--- config.mk ---
export PLATFORM = sky130hd
export DESIGN_NAME = lsu_ctrl
export DESIGN_NICKNAME = d
export VERILOG_FILES = /design/src/rtl/lsu_ctrl.sv
export SDC_FILE = /design/constraint.sdc
export NUM_CORES = 1
export LEC_CHECK = 0
export BUFFER_PORTS_ARGS = -buffer_cell sky130_fd_sc_hd__buf_2
export CAP_MARGIN = 30
export CORE_ASPECT_RATIO = 1.75
export CORE_MARGIN = 8
export CORE_UTILIZATION = 49
export CTS_BUF_LIST = sky130_fd_sc_hd__clkbuf_16
export CTS_CLUSTER_DIAMETER = 60
export CTS_CLUSTER_SIZE = 12
export DETAILED_ROUTE_END_ITERATION = 8
export HOLD_SLACK_MARGIN = 0.15
export PLACE_DENSITY = 0.87
export SYNTH_ARGS = -nofsm -noshare
export SYNTH_HDL_FRONTEND = slang
export SYNTH_SLANG_ARGS = --single-unit
--- constraint.sdc ---
create_clock -name clk_i -period 2.4 [get_ports clk_i]
set_input_delay 0.24 -clock clk_i [delete_from_list [all_inputs] [get_ports clk_i]]
set_output_delay 0.24 -clock clk_i [all_outputs]
set_load 0.1 [all_outputs]
--- src/rtl/lsu_ctrl.sv ---
// Load/store controller: one memory operation at a time over a req/gnt/rvalid bus,
// with byte-lane alignment of stores and extraction/extension of load data.
module lsu_ctrl (
   input  logic        clk_i,
   input  logic        rst_ni,
   input  logic        req_i,
   input  logic        we_i,
   input  logic [1:0]  size_i,
   input  logic        sign_ext_i,
   input  logic [31:0] addr_i,
   input  logic [31:0] wdata_i,
   input  logic [4:0]  rf_waddr_i,
   output logic        ready_o,
   output logic        data_req_o,
   input  logic        data_gnt_i,
   output logic [31:0] data_addr_o,
   output logic        data_we_o,
   output logic [3:0]  data_be_o,
   output logic [31:0] data_wdata_o,
   input  logic        data_rvalid_i,
   input  logic [31:0] data_rdata_i,
   input  logic        data_err_i,
   output logic        rf_we_o,
   output logic [4:0]  rf_waddr_o,
   output logic [31:0] rf_wdata_o,
   output logic        done_o,
   output logic        err_o,
   output logic        err_misaligned_o
);

   typedef enum logic [1:0] {
      ST_IDLE = 2'd0,
      ST_REQ  = 2'd1,
      ST_WAIT = 2'd2,
      ST_DONE = 2'd3
   } state_e;

   state_e      state_q, state_d;
   logic        we_q, we_d;
   logic [1:0]  size_q, size_d;
   logic        sext_q, sext_d;
   logic [1:0]  off_q, off_d;
   logic [4:0]  waddr_q, waddr_d;
   logic [31:0] addr_q, addr_d;
   logic [3:0]  be_q, be_d;
   logic [31:0] wdata_q, wdata_d;
   logic        err_q, err_d;
   logic        mis_q, mis_d;
   logic [31:0] rf_wdata_q, rf_wdata_d;
   logic        acc_mis_s;

   function automatic logic is_misaligned(input logic [1:0] size, input logic [1:0] off);
      logic res;
      case (size)
         2'b00:   res = (off != 2'b00);
         2'b01:   res = off[0];
         2'b10:   res = 1'b0;
         default: res = 1'b1;
      endcase
      return res;
   endfunction

   function automatic logic [3:0] byte_en(input logic [1:0] size, input logic [1:0] off);
      logic [3:0] res;
      case (size)
         2'b00:   res = 4'b1111;
         2'b01:   res = 4'b0011 << off;
         2'b10:   res = 4'b0001 << off;
         default: res = 4'b0000;
      endcase
      return res;
   endfunction

   function automatic logic [31:0] store_data(input logic [1:0] size, input logic [31:0] wd);
      logic [31:0] res;
      case (size)
         2'b01:   res = {wd[15:0], wd[15:0]};
         2'b10:   res = {4{wd[7:0]}};
         default: res = wd;
      endcase
      return res;
   endfunction

   function automatic logic [31:0] load_extract(input logic [31:0] rd, input logic [1:0] size,
                                                input logic [1:0] off, input logic sext);
      logic [7:0]  b;
      logic [15:0] h;
      logic [31:0] res;
      case (off)
         2'b00:   b = rd[7:0];
         2'b01:   b = rd[15:8];
         2'b10:   b = rd[23:16];
         default: b = rd[31:24];
      endcase
      h = off[1] ? rd[31:16] : rd[15:0];
      case (size)
         2'b10:   res = {{24{sext & b[7]}}, b};
         2'b01:   res = {{16{sext & h[15]}}, h};
         default: res = rd;
      endcase
      return res;
   endfunction

   assign acc_mis_s = is_misaligned(size_i, addr_i[1:0]);

   // Next-state and operation-context capture.
   always_comb begin
      state_d    = state_q;
      we_d       = we_q;
      size_d     = size_q;
      sext_d     = sext_q;
      off_d      = off_q;
      waddr_d    = waddr_q;
      addr_d     = addr_q;
      be_d       = be_q;
      wdata_d    = wdata_q;
      err_d      = err_q;
      mis_d      = mis_q;
      rf_wdata_d = rf_wdata_q;
      case (state_q)
         ST_IDLE: begin
            if (req_i) begin
               we_d    = we_i;
               size_d  = size_i;
               sext_d  = sext_i_s();
               off_d   = addr_i[1:0];
               waddr_d = rf_waddr_i;
               addr_d  = {addr_i[31:2], 2'b00};
               be_d    = byte_en(size_i, addr_i[1:0]);
               wdata_d = store_data(size_i, wdata_i);
               err_d   = acc_mis_s;
               mis_d   = acc_mis_s;
               state_d = acc_mis_s ? ST_DONE : ST_REQ;
            end else begin
               state_d = ST_IDLE;
            end
         end
         ST_REQ: begin
            if (data_gnt_i) begin
               state_d = ST_WAIT;
            end else begin
               state_d = ST_REQ;
            end
         end
         ST_WAIT: begin
            if (data_rvalid_i) begin
               err_d      = data_err_i;
               mis_d      = 1'b0;
               rf_wdata_d = load_extract(data_rdata_i, size_q, off_q, sext_q);
               state_d    = ST_DONE;
            end else begin
               state_d = ST_WAIT;
            end
         end
         ST_DONE: state_d = ST_IDLE;
         default: state_d = ST_IDLE;
      endcase
   end

   function automatic logic sext_i_s();
      return sign_ext_i;
   endfunction

   // State and context registers.
   always_ff @(posedge clk_i or negedge rst_ni) begin
      if (!rst_ni) begin
         state_q    <= ST_IDLE;
         we_q       <= 1'b0;
         size_q     <= 2'b00;
         sext_q     <= 1'b0;
         off_q      <= 2'b00;
         waddr_q    <= 5'd0;
         addr_q     <= 32'd0;
         be_q       <= 4'd0;
         wdata_q    <= 32'd0;
         err_q      <= 1'b0;
         mis_q      <= 1'b0;
         rf_wdata_q <= 32'd0;
      end else begin
         state_q    <= state_d;
         we_q       <= we_d;
         size_q     <= size_d;
         sext_q     <= sext_d;
         off_q      <= off_d;
         waddr_q    <= waddr_d;
         addr_q     <= addr_d;
         be_q       <= be_d;
         wdata_q    <= wdata_d;
         err_q      <= err_d;
         mis_q      <= mis_d;
         rf_wdata_q <= rf_wdata_d;
      end
   end

   // Outputs come only from state and registers, never from the data_* inputs.
   assign ready_o          = (state_q == ST_IDLE);
   assign data_req_o       = (state_q == ST_REQ);
   assign data_addr_o      = addr_q;
   assign data_we_o        = we_q;
   assign data_be_o        = be_q;
   assign data_wdata_o     = wdata_q;
   assign done_o           = (state_q == ST_DONE);
   assign err_o            = done_o & err_q;
   assign err_misaligned_o = done_o & mis_q;
   assign rf_we_o          = done_o & ~we_q & ~err_q;
   assign rf_waddr_o       = waddr_q;
   assign rf_wdata_o       = rf_wdata_q;

endmodule

==> flow_summary_export.csv, run 1 <==
group,metric,value,unit
status,status,"finished, final reports clean",
cts,clk_path_buf_depth,2,
synth,postSynth.asyncResetShare,1.00,
timing,skew,0.00824,ns
grt,grt-ovfl-total,0,
floorplan,coreArea,0.0115,mm²
finish,fin_util,0.705,
grt,grt_antenna_before_repair,1,
hold_path,holdPathStages,3,
timing,whs,0.159,ns
finish,drive_gt1_frac,0.438,
placement,place_congestion,0.931,
synth,ys_types,37,
timing,layout_worst_path_cycle_share,0.817,
cts,ctsRootBufferMaster,"clkbuf_16",
setup_path,max_stage_delay,0.49,ns
hold_path,min_path_type,"input port to flop",
drt,avgRoutedWirePerCell,21.0,µm
synth,synth-seq-cells,113,
cts,clk_latency,0.40,ns
setup_path,path_cells,"and2_2 -> nor3b_4 -> buf_2",
setup_path,r2r-start,"state_q[1]",
hold_path,min_from,"wdata_i[26]",
drt,finalWirelength,19.3,mm
synth,ys_warn_count,0,
finish,stdcell_count,919,
timing,relSlewSlack,0.540,
placement,hpwl,13.5,mm
cts,cts_resized,0,
synth,syn_area,0.00577,mm²
timing,setup_viol_count_final,0,
placement,numPlacedInstances,830,
hold_path,min_to,"data_wdata_o[26]",
cts,cts_tree,"built",
cts,htree_levels,4,
setup_path,timing.rr.end,"data_addr_o[6]",
synth,ys_seq_area_frac,0.490,
grt,grt_pass1_wl,30.6,mm
cts,cts.sinks,113,
finish,fillers,809,
setup_path,ff2ff_path_depth,3,
setup_path,path_class,"flop to output pin",
timing,timing.fmax,0.510,GHz
synth,syn-mean-instance-area,11.4,µm²
setup_path,start_kind,"flop",
floorplan,dieArea,0.0156,mm²
grt,grt_pass1_vias,5765,
job,cap_violations,0,
timing,min_period,1.96,ns
floorplan,fp.dieH,160,µm
floorplan,ios,223,
floorplan,rows,52,
placement,portBuffers,220,
setup_path,critPathSlowestCell,"dfrtp_1",
drt,drt_iter0_drc,240,
cts,cts_made_buffers,17,
drt,via_per_inst,5.67,
timing,rsz0062_at_grt,"false",
timing,drv_slew,0,
setup_path,crit_required,2.16,ns
finish,area_growth,40.8,%
synth,ys.flop_type,"dfrtp_1",
drt,drt_pass1_iterations,5,
timing,fin_setup_tns,0,ns
drt,drc,0,
setup_path,r2r_slack,0.55,ns
floorplan,initial_core_util,0.501,
floorplan,die_x,98.0,µm
grt,grt_use_total,0.246,
setup_path,setup.worst_path.end_class,"output pin",
grt,grt_max_degree,63,
drt,ant_nets,0,
setup_path,cp.arrival,1.72,ns
finish,nets,888,
setup_path,crit_fanout,10,
synth,netlist_instances,505,
timing,tightest_slew,0.690,ns
timing,hold_viol_final,0,
drt,vias,5207,
synth,synth_edf_count,0,
cts,clk_pin_slew_worst_paths,0.05,ns
sequential cells by signal, summed over array words and instances, names as in the netlist:
signal	flops
rf_waddr_o	5
err_q	1
size_q	2
data_addr_o	30
data_be_o	4
off_q	2
rf_wdata_o	32
state_q	2
sext_q	1
mis_q	1
data_wdata_o	32
data_we_o	1
timing repair:
action,4_1_cts,5_1_grt
endpoints found under the setup margin,0,0
hold endpoints to repair,88,0
setup buffers,0,0
hold buffers,57,0
placed cells by master (no fill, tap or decap), types with 5 or more instances in the layout:
cell type	count
a21oi_1	34
a221oi_1	8
a22oi_1	8
a31oi_1	26
buf_2	219
buf_4	9
clkbuf_16	17
dfrtp_1	113
dlygate4sd3_1	57
ha_1	6
inv_1	9
mux2_2	37
mux2_4	36
mux2i_1	32
nand2_1	41
nand2b_1	16
nor2_1	22
nor2b_1	5
o21ai_0	17
o221ai_1	7
o31ai_1	16
or3b_2	7
worst max-delay path, delay by kind of cell (launching register included):
kind          cells  cell delay (ns)
buf+inv           1             0.45
flops             1             0.49
simple gates      2             0.39
layer usage:
metal / vias to the layer above / part of all wire / global-route usage
li1: 2359 / - / -
met1: 2485 / 0.34 / 0.249
met2: 294 / 0.52 / 0.425
met3: 69 / 0.086 / 0.0792
met4: 0 / 0.054 / 0.158
met5: - / 0 / 0
cell type report:
class	count	area, µm²	share of cell area
Clock buffer	17	425	0.0524
Inverter	8	30.0	0.00370
Sequential cell	113	2830	0.348
Timing Repair Buffer	288	1790	0.221
Antenna cell	1	2.50	0.000308
Tap cell	135	169	0.0208
Clock inverter	14	173	0.0213
Multi-Input combinational cell	343	2700	0.333
logic make-up (layout without fill, tap and decap cells):
group / after synthesis / in the layout / share of synthesized area
and+or+nand+nor: 107 / 107 / 0.0928
buffers and inverters: 50 / 327 / 0.0453
adders and majority gates: 6 / 6 / 0.0130
muxes: 105 / 105 / 0.221
DFF: 113 / 113 / 0.490
other: 1 / 3 / 0.000650
AOI/OAI and AO/OA: 123 / 123 / 0.137
cells in the mapped netlist, types with 6 or more instances:
library cell  count  area (µm²)
clkbuf_1         21        78.8
or3b_2            7        61.3
buf_6             6        67.6
ha_1              6        75.1
o21ai_0          17        85.1
mux2_2           37         417
o221ai_1          7        61.3
a22oi_1           8        60.1
mux2i_1          32         320
nor2_1           22        82.6
dfrtp_1         113        2830
a31oi_1          26         163
buf_2            11        55.1
nand2b_1         16         100
inv_1             8        30.0
o31ai_1          16         120
mux2_4           36         541
a221oi_1          8        70.1
nand2_1          41         154
a21oi_1          34         170
worst max-delay path by stage:
stage,from,to,slack [ns],depth (start not counted)
floorplan,state_q[1],data_be_o[0],0.12,4
global route,state_q[1],rf_we_o,0.36,3
finish,state_q[1],rf_we_o,0.44,3
CTS,state_q[1],rf_we_o,0.47,3
detailed placement,size_q[0],rf_wdata_o[30],0.61,6
global placement,size_q[0],rf_wdata_o[1],0.67,6
through the flow:
step / setup WS [ns] / area, µm²
final: 0.439 / 8120
after global routing: 0.363 / 8120
after CTS: 0.470 / 8120
after detailed placement: 0.607 / 6950
after global placement: 0.672 / 6950
after floorplan: 0.118 / 5790
Power of run 1 is not shown: default switching activity piles up to over one toggle a cycle in this logic, so the estimate is an artifact.
==> inputs of run 2 (changes only) <==
--- a/config.mk
+++ b/config.mk
@@ -5,17 +5,18 @@
 export SDC_FILE = /design/constraint.sdc
 export NUM_CORES = 1
 export LEC_CHECK = 0
+export ABC_AREA = 1
 export BUFFER_PORTS_ARGS = -buffer_cell sky130_fd_sc_hd__buf_2
 export CAP_MARGIN = 30
 export CORE_ASPECT_RATIO = 1.75
 export CORE_MARGIN = 8
-export CORE_UTILIZATION = 49
+export CORE_UTILIZATION = 44
 export CTS_BUF_LIST = sky130_fd_sc_hd__clkbuf_16
 export CTS_CLUSTER_DIAMETER = 60
 export CTS_CLUSTER_SIZE = 12
 export DETAILED_ROUTE_END_ITERATION = 8
 export HOLD_SLACK_MARGIN = 0.15
-export PLACE_DENSITY = 0.87
+export PLACE_DENSITY = 0.84
 export SYNTH_ARGS = -nofsm -noshare
 export SYNTH_HDL_FRONTEND = slang
 export SYNTH_SLANG_ARGS = --single-unit
==> constraint.sdc (replaced) <==
create_clock -name clk_i -period 1.6 [get_ports clk_i]
set_input_delay 0.16 -clock clk_i [delete_from_list [all_inputs] [get_ports clk_i]]
set_output_delay 0.16 -clock clk_i [all_outputs]
set_load 0.1 [all_outputs]
==> flow_summary_export.csv, run 2 <==
group,metric,value,unit
status,status,"finished, final reports clean",
timing,relSlewSlack,0.595,
synth,postSynth.asyncResetShare,1.00,
synth,ys_seq_area_frac,0.516,
grt,grt_pass1_wl,32.7,mm
setup_path,critPathSlowestCell,"dfrtp_2",
cts,clk_pin_slew_worst_paths,0.05,ns
finish,fillers,901,
drt,avgRoutedWirePerCell,17.3,µm
hold_path,min_path_type,"input port to flop",
synth,synth-seq-cells,113,
timing,setup_viol_count_final,0,
synth,syn_area,0.00548,mm²
timing,timing.fmax,0.643,GHz
synth,synth_edf_count,0,
synth,netlist_instances,695,
finish,final_common_cell,"nand2_1",
cts,htree_levels,4,
finish,seq_area,0.00283,mm²
finish,final_cell_mix,"nand2_1 (247), buf_2 (213), dfrtp_1 (111), dlygate4sd3_1 (107), a21oi_1 (67)",
cts,post_cts_buffers,0,
setup_path,crit_required,1.44,ns
cts,cts_made_buffers,17,
floorplan,fp.dieH,164,µm
setup_path,cp.arrival,1.40,ns
drt,drt_pass1_iterations,5,
synth,ys.flop_type,"dfrtp_1",
cts,cts.sinks,113,
setup_path,max_stage_delay,0.44,ns
synth,post-synth-top-area-fraction,0.516,
drt,vias,6109,
grt,grt_antenna_before_repair,2,
drt,finalWirelength,20.9,mm
setup_path,ff2ff_path_depth,6,
drt,via_per_inst,5.05,
grt,grt_max_degree,114,
timing,rsz0062_at_grt,"true",
finish,multi_input_area,0.00239,mm²
cts,ctsRootBufferMaster,"clkbuf_16",
floorplan,die_x,100,µm
setup_path,path_class,"flop to output pin",
hold_path,holdPathStages,4,
placement,hpwl,13.2,mm
hold_path,min_from,"req_i",
hold_path,min_to,"data_be_o[2]",
setup_path,path_cells,"nand2_2 -> nor2_2 -> buf_12",
floorplan,ios,223,
floorplan,coreArea,0.0123,mm²
placement,portBuffers,220,
setup_path,r2r-start,"off_q[1]",
placement,dp_worst_setup_slack,0.0891,ns
synth,yosys-top-cells-count,"nand2_1 (253), dfrtp_1 (113), a21oi_1 (92)",
timing,layout_worst_path_cycle_share,0.972,
drt,drt_iter0_drc,345,
synth,ys_top_cells_by_area,"dfrtp_1 (52%), nand2_1 (17%), a21oi_1 (8.4%)",
synth,ys_warn_count,0,
finish,drive_gt1_frac,0.334,
timing,fin_ws,0.0449,ns
timing,drv_slew,0,
floorplan,initial_core_util,0.445,
job,cap_violations,0,
synth,syn-mean-instance-area,7.88,µm²
setup_path,start_kind,"flop",
cts,cts_tree,"built",
setup_path,r2r_slack,0.08,ns
setup_path,timing.rr.end,"rf_wdata_o[9]",
finish,area_growth,60.1,%
grt,grt_pass1_vias,6474,
timing,min_period,1.56,ns
setup_path,crit_fanout,5,
grt,grt_use_total,0.256,
synth,yosysTopAreaCell,"dfrtp_1",
setup_path,setup.worst_path.end_class,"output pin",
timing,skew,0.00944,ns
finish,nets,1143,
synth,ys_types,30,
grt,grt-ovfl-total,0,
drt,ant_nets,0,
timing,hold_viol_final,0,
floorplan,dieArea,0.0164,mm²
cts,clk_latency,0.40,ns
floorplan,rows,54,
drt,drc,0,
placement,place_congestion,0.893,
timing,tightest_slew,0.608,ns
cts,clk_path_buf_depth,2,
synth,yosysMostFrequentCell,"nand2_1",
run 2: cell families after synthesis:
family / after synthesis / share of synthesized area
and+or+nand+nor: 323 / 0.239
DFF: 113 / 0.516
AOI/OAI and AO/OA: 154 / 0.152
adders and majority gates: 6 / 0.0137
other: 1 / 0.000685
buffers and inverters: 98 / 0.0788
run 2: what timing repair did:
action / 4_1_cts / 5_1_grt
resized for setup: 3 / 14
hold endpoints to repair: 221 / 0
hold buffers: 107 / 0
setup endpoints to repair: 5 / 29
run 2: critical path, delay by kind of cell (launching register included):
kind | cells | cell delay, ns
buffers and inverters | 1 | 0.20
and+or+nand+nor | 2 | 0.34
DFF | 1 | 0.44
run 2: per-layer routing:
metal | GRT usage | up-vias | part of all wire
li1 | - | 2865 | -
met1 | 0.243 | 2804 | 0.32
met2 | 0.472 | 343 | 0.55
met3 | 0.0619 | 97 | 0.068
met4 | 0.169 | 0 | 0.062
met5 | 0 | - | 0
run 2: worst max-delay path by stage:
| stage | start | endpoint | cells past startpoint | slack [ns] |
|---|---|---|---|---|
| 5_1_grt | size_i[0] | data_wdata_o[14] | 9 | -0.03 |
| 3_3_place_gp | size_q[0] | rf_wdata_o[4] | 10 | 0.17 |
| 4_1_cts | state_q[0] | err_misaligned_o | 3 | -0.02 |
| 2_1_floorplan | state_q[0] | err_misaligned_o | 2 | -0.40 |
| 6_report | state_q[1] | err_o | 3 | 0.04 |
| 3_5_place_dp | size_q[0] | rf_wdata_o[2] | 10 | 0.09 |
run 2: through the flow:
step	cell area (µm²)	instances	utilization	setup TNS, ns	hold WS, ns
2_1_floorplan	5720	696	-	-8.73	-0.136
3_3_place_gp	6990	1068	0.569	0	0.288
3_5_place_dp	6990	1068	0.569	0	0.299
4_1_cts	8720	1206	0.709	-0.0449	0.154
5_1_grt	8770	1208	0.713	-0.167	0.175
6_report	8770	1209	0.713	0	0.169
run 2: cell type report:
cell class,instances,area share
Tap cell,168,0.0240
Inverter,60,0.0260
Sequential cell,113,0.323
Multi-Input combinational cell,485,0.273
Clock inverter,14,0.0253
Clock buffer,17,0.0485
Timing Repair Buffer,349,0.280
Antenna cell,3,0.000856
Power of run 2 is left out for the same reason.
==> inputs of run 3 (changes only) <==
--- a/config.mk
+++ b/config.mk
@@ -5,12 +5,10 @@
 export SDC_FILE = /design/constraint.sdc
 export NUM_CORES = 1
 export LEC_CHECK = 0
-export ABC_AREA = 1
 export BUFFER_PORTS_ARGS = -buffer_cell sky130_fd_sc_hd__buf_2
 export CAP_MARGIN = 30
 export CORE_ASPECT_RATIO = 1.75
-export CORE_MARGIN = 8
-export CORE_UTILIZATION = 44
+export CORE_UTILIZATION = 45
 export CTS_BUF_LIST = sky130_fd_sc_hd__clkbuf_16
 export CTS_CLUSTER_DIAMETER = 60
 export CTS_CLUSTER_SIZE = 12
==> flow_summary_export.csv, run 3 (same netlist as run 1, synthesis figures left out) <==
group,metric,value,unit
grt,grt_pass1_vias,6031,
timing,setup_viol_count_final,24,
status,violations,"negative setup slack",
timing,layout_worst_path_cycle_share,1.03,
grt,grt_pass1_wl,31.5,mm
cts,clk_path_buf_depth,2,
placement,hpwl,11.7,mm
timing,min_period,1.65,ns
finish,final_cell_mix,"buf_2 (213), dfrtp_1 (111), dlygate4sd3_1 (90), mux2_4 (51), nand2_1 (41)",
timing,rsz0062_at_grt,"true",
timing,relSlewSlack,0.593,
placement,placed_area,0.00728,mm²
cts,cts_made_buffers,17,
timing,fin_ws,-0.0542,ns
setup_path,crit_required,1.89,ns
placement,place_congestion,0.876,
grt,grt-ovfl-total,0,
cts,cts_tree,"built",
drt,finalWirelength,21.5,mm
job,cap_violations,0,
setup_path,start_kind,"flop",
setup_path,max_stage_delay,0.41,ns
floorplan,coreArea,0.0125,mm²
floorplan,fp.dieH,152,µm
finish,stdcell_count,1021,
finish,n_antenna_cell,0,
drt,avgRoutedWirePerCell,21.1,µm
timing,hold_viol_final,0,
cts,clk_pin_slew_worst_paths,0.06,ns
grt,grt.busiest_layer,"met2",
status,status,"finished, violations left",
drt,drt_iter0_drc,384,
timing,whs,0.150,ns
drt,ant_nets,0,
setup_path,setup.worst_path.end_class,"flop",
grt,grt_max_degree,114,
setup_path,crit_fanout,8,
setup_path,critPathSlowestCell,"dfrtp_1",
grt,met3_usage,0.0891,
finish,nets,958,
grt,grt.met1_usage,0.328,
drt,vias,5835,
setup_path,path_cells,"ha_4 -> buf_6 -> mux2_4 -> mux2i_1 -> a31oi_1",
timing,drv_slew,0,
cts,ctsRootBufferMaster,"clkbuf_16",
cts,htree_levels,4,
drt,drc,0,
floorplan,initial_core_util,0.462,
floorplan,ios,223,
placement,numPlacedInstances,884,
grt,grt_use_total,0.317,
cts,cts.sinks,113,
cts,clk_latency,0.41,ns
finish,final_common_cell,"buf_2",
finish,finish.instance_area,0.00921,mm²
drt,via_per_inst,5.71,
finish,fillers,745,
finish,drive_gt1_frac,0.471,
floorplan,rows,54,
finish,area_growth,59.5,%
setup_path,ff2ff_path_depth,5,
grt,use_met2,0.552,
timing,tightest_slew,0.611,ns
timing,skew,0.00554,ns
hold_path,min_path_type,"input port to flop",
setup_path,path_class,"flop to flop",
floorplan,die_x,87.6,µm
floorplan,dieArea,0.0133,mm²
hold_path,holdPathStages,4,
placement,portBuffers,220,
setup_path,cp.arrival,1.94,ns
drt,drt_pass1_iterations,5,
timing,timing.fmax,0.605,GHz
grt,grt_antenna_before_repair,0,
[run 3: repair_timing]
| action | in CTS | in global routing |
|---|---|---|
| hold buffers | 90 | 0 |
| buffers inserted | 10 | 4 |
| resized for setup | 21 | 39 |
| setup endpoints to repair | 35 | 36 |
| cloned | 1 | 1 |
| endpoints found under the hold margin | 203 | 0 |
| pin swaps | 4 | 3 |
[run 3: final timing paths]
kind / startpoint / endpoint / slack [ns]
max in group asynchronous: rst_ni / data_addr_o[15] / 0.76
min reg2reg: data_wdata_o[17] / data_wdata_o[17] / 0.48
max reg2reg: size_q[1] / rf_wdata_o[21] / -0.05
min in group asynchronous: rst_ni / rf_wdata_o[16] / 0.38
min: data_rdata_i[14] / rf_wdata_o[14] / 0.15
max: size_q[1] / rf_wdata_o[21] / -0.05
[run 3: cell type report]
| cell class | count | area, µm² | area share |
|---|---|---|---|
| multi-input combinational | 343 | 2900 | 0.315 |
| clock inverter | 14 | 196 | 0.0213 |
| inverter | 8 | 30.0 | 0.00326 |
| sequential | 113 | 2830 | 0.307 |
| timing repair buffer | 358 | 2620 | 0.284 |
| clock buffer | 17 | 425 | 0.0462 |
| tap | 168 | 210 | 0.0228 |
[run 3: routing by layer]
metal	wire [µm]	vias up
met5	0	-
met4	1320	0
met3	1770	107
met2	11200	399
met1	7220	2822
li1	-	2507
[run 3: stage by stage]
stage                      util  worst slack (ns)  TNS, ns
after global routing      0.736            -0.159    -2.10
after CTS                 0.721           -0.0237  -0.0274
final                     0.736           -0.0542   -0.450
after detailed placement  0.583            -0.102    -1.66
after global placement    0.583           -0.0574   -0.652
after floorplan               -            -0.262   -0.782
[run 3: critical path: cells and delay by family (launching register included)]
family / cells / cell delay (ns)
buffers and inverters: 1 / 0.15
DFF: 1 / 0.41
adders and majority gates: 1 / 0.38
muxes: 2 / 0.51
AOI/OAI and AO/OA: 1 / 0.08
Power of run 3 is left out for the same reason.
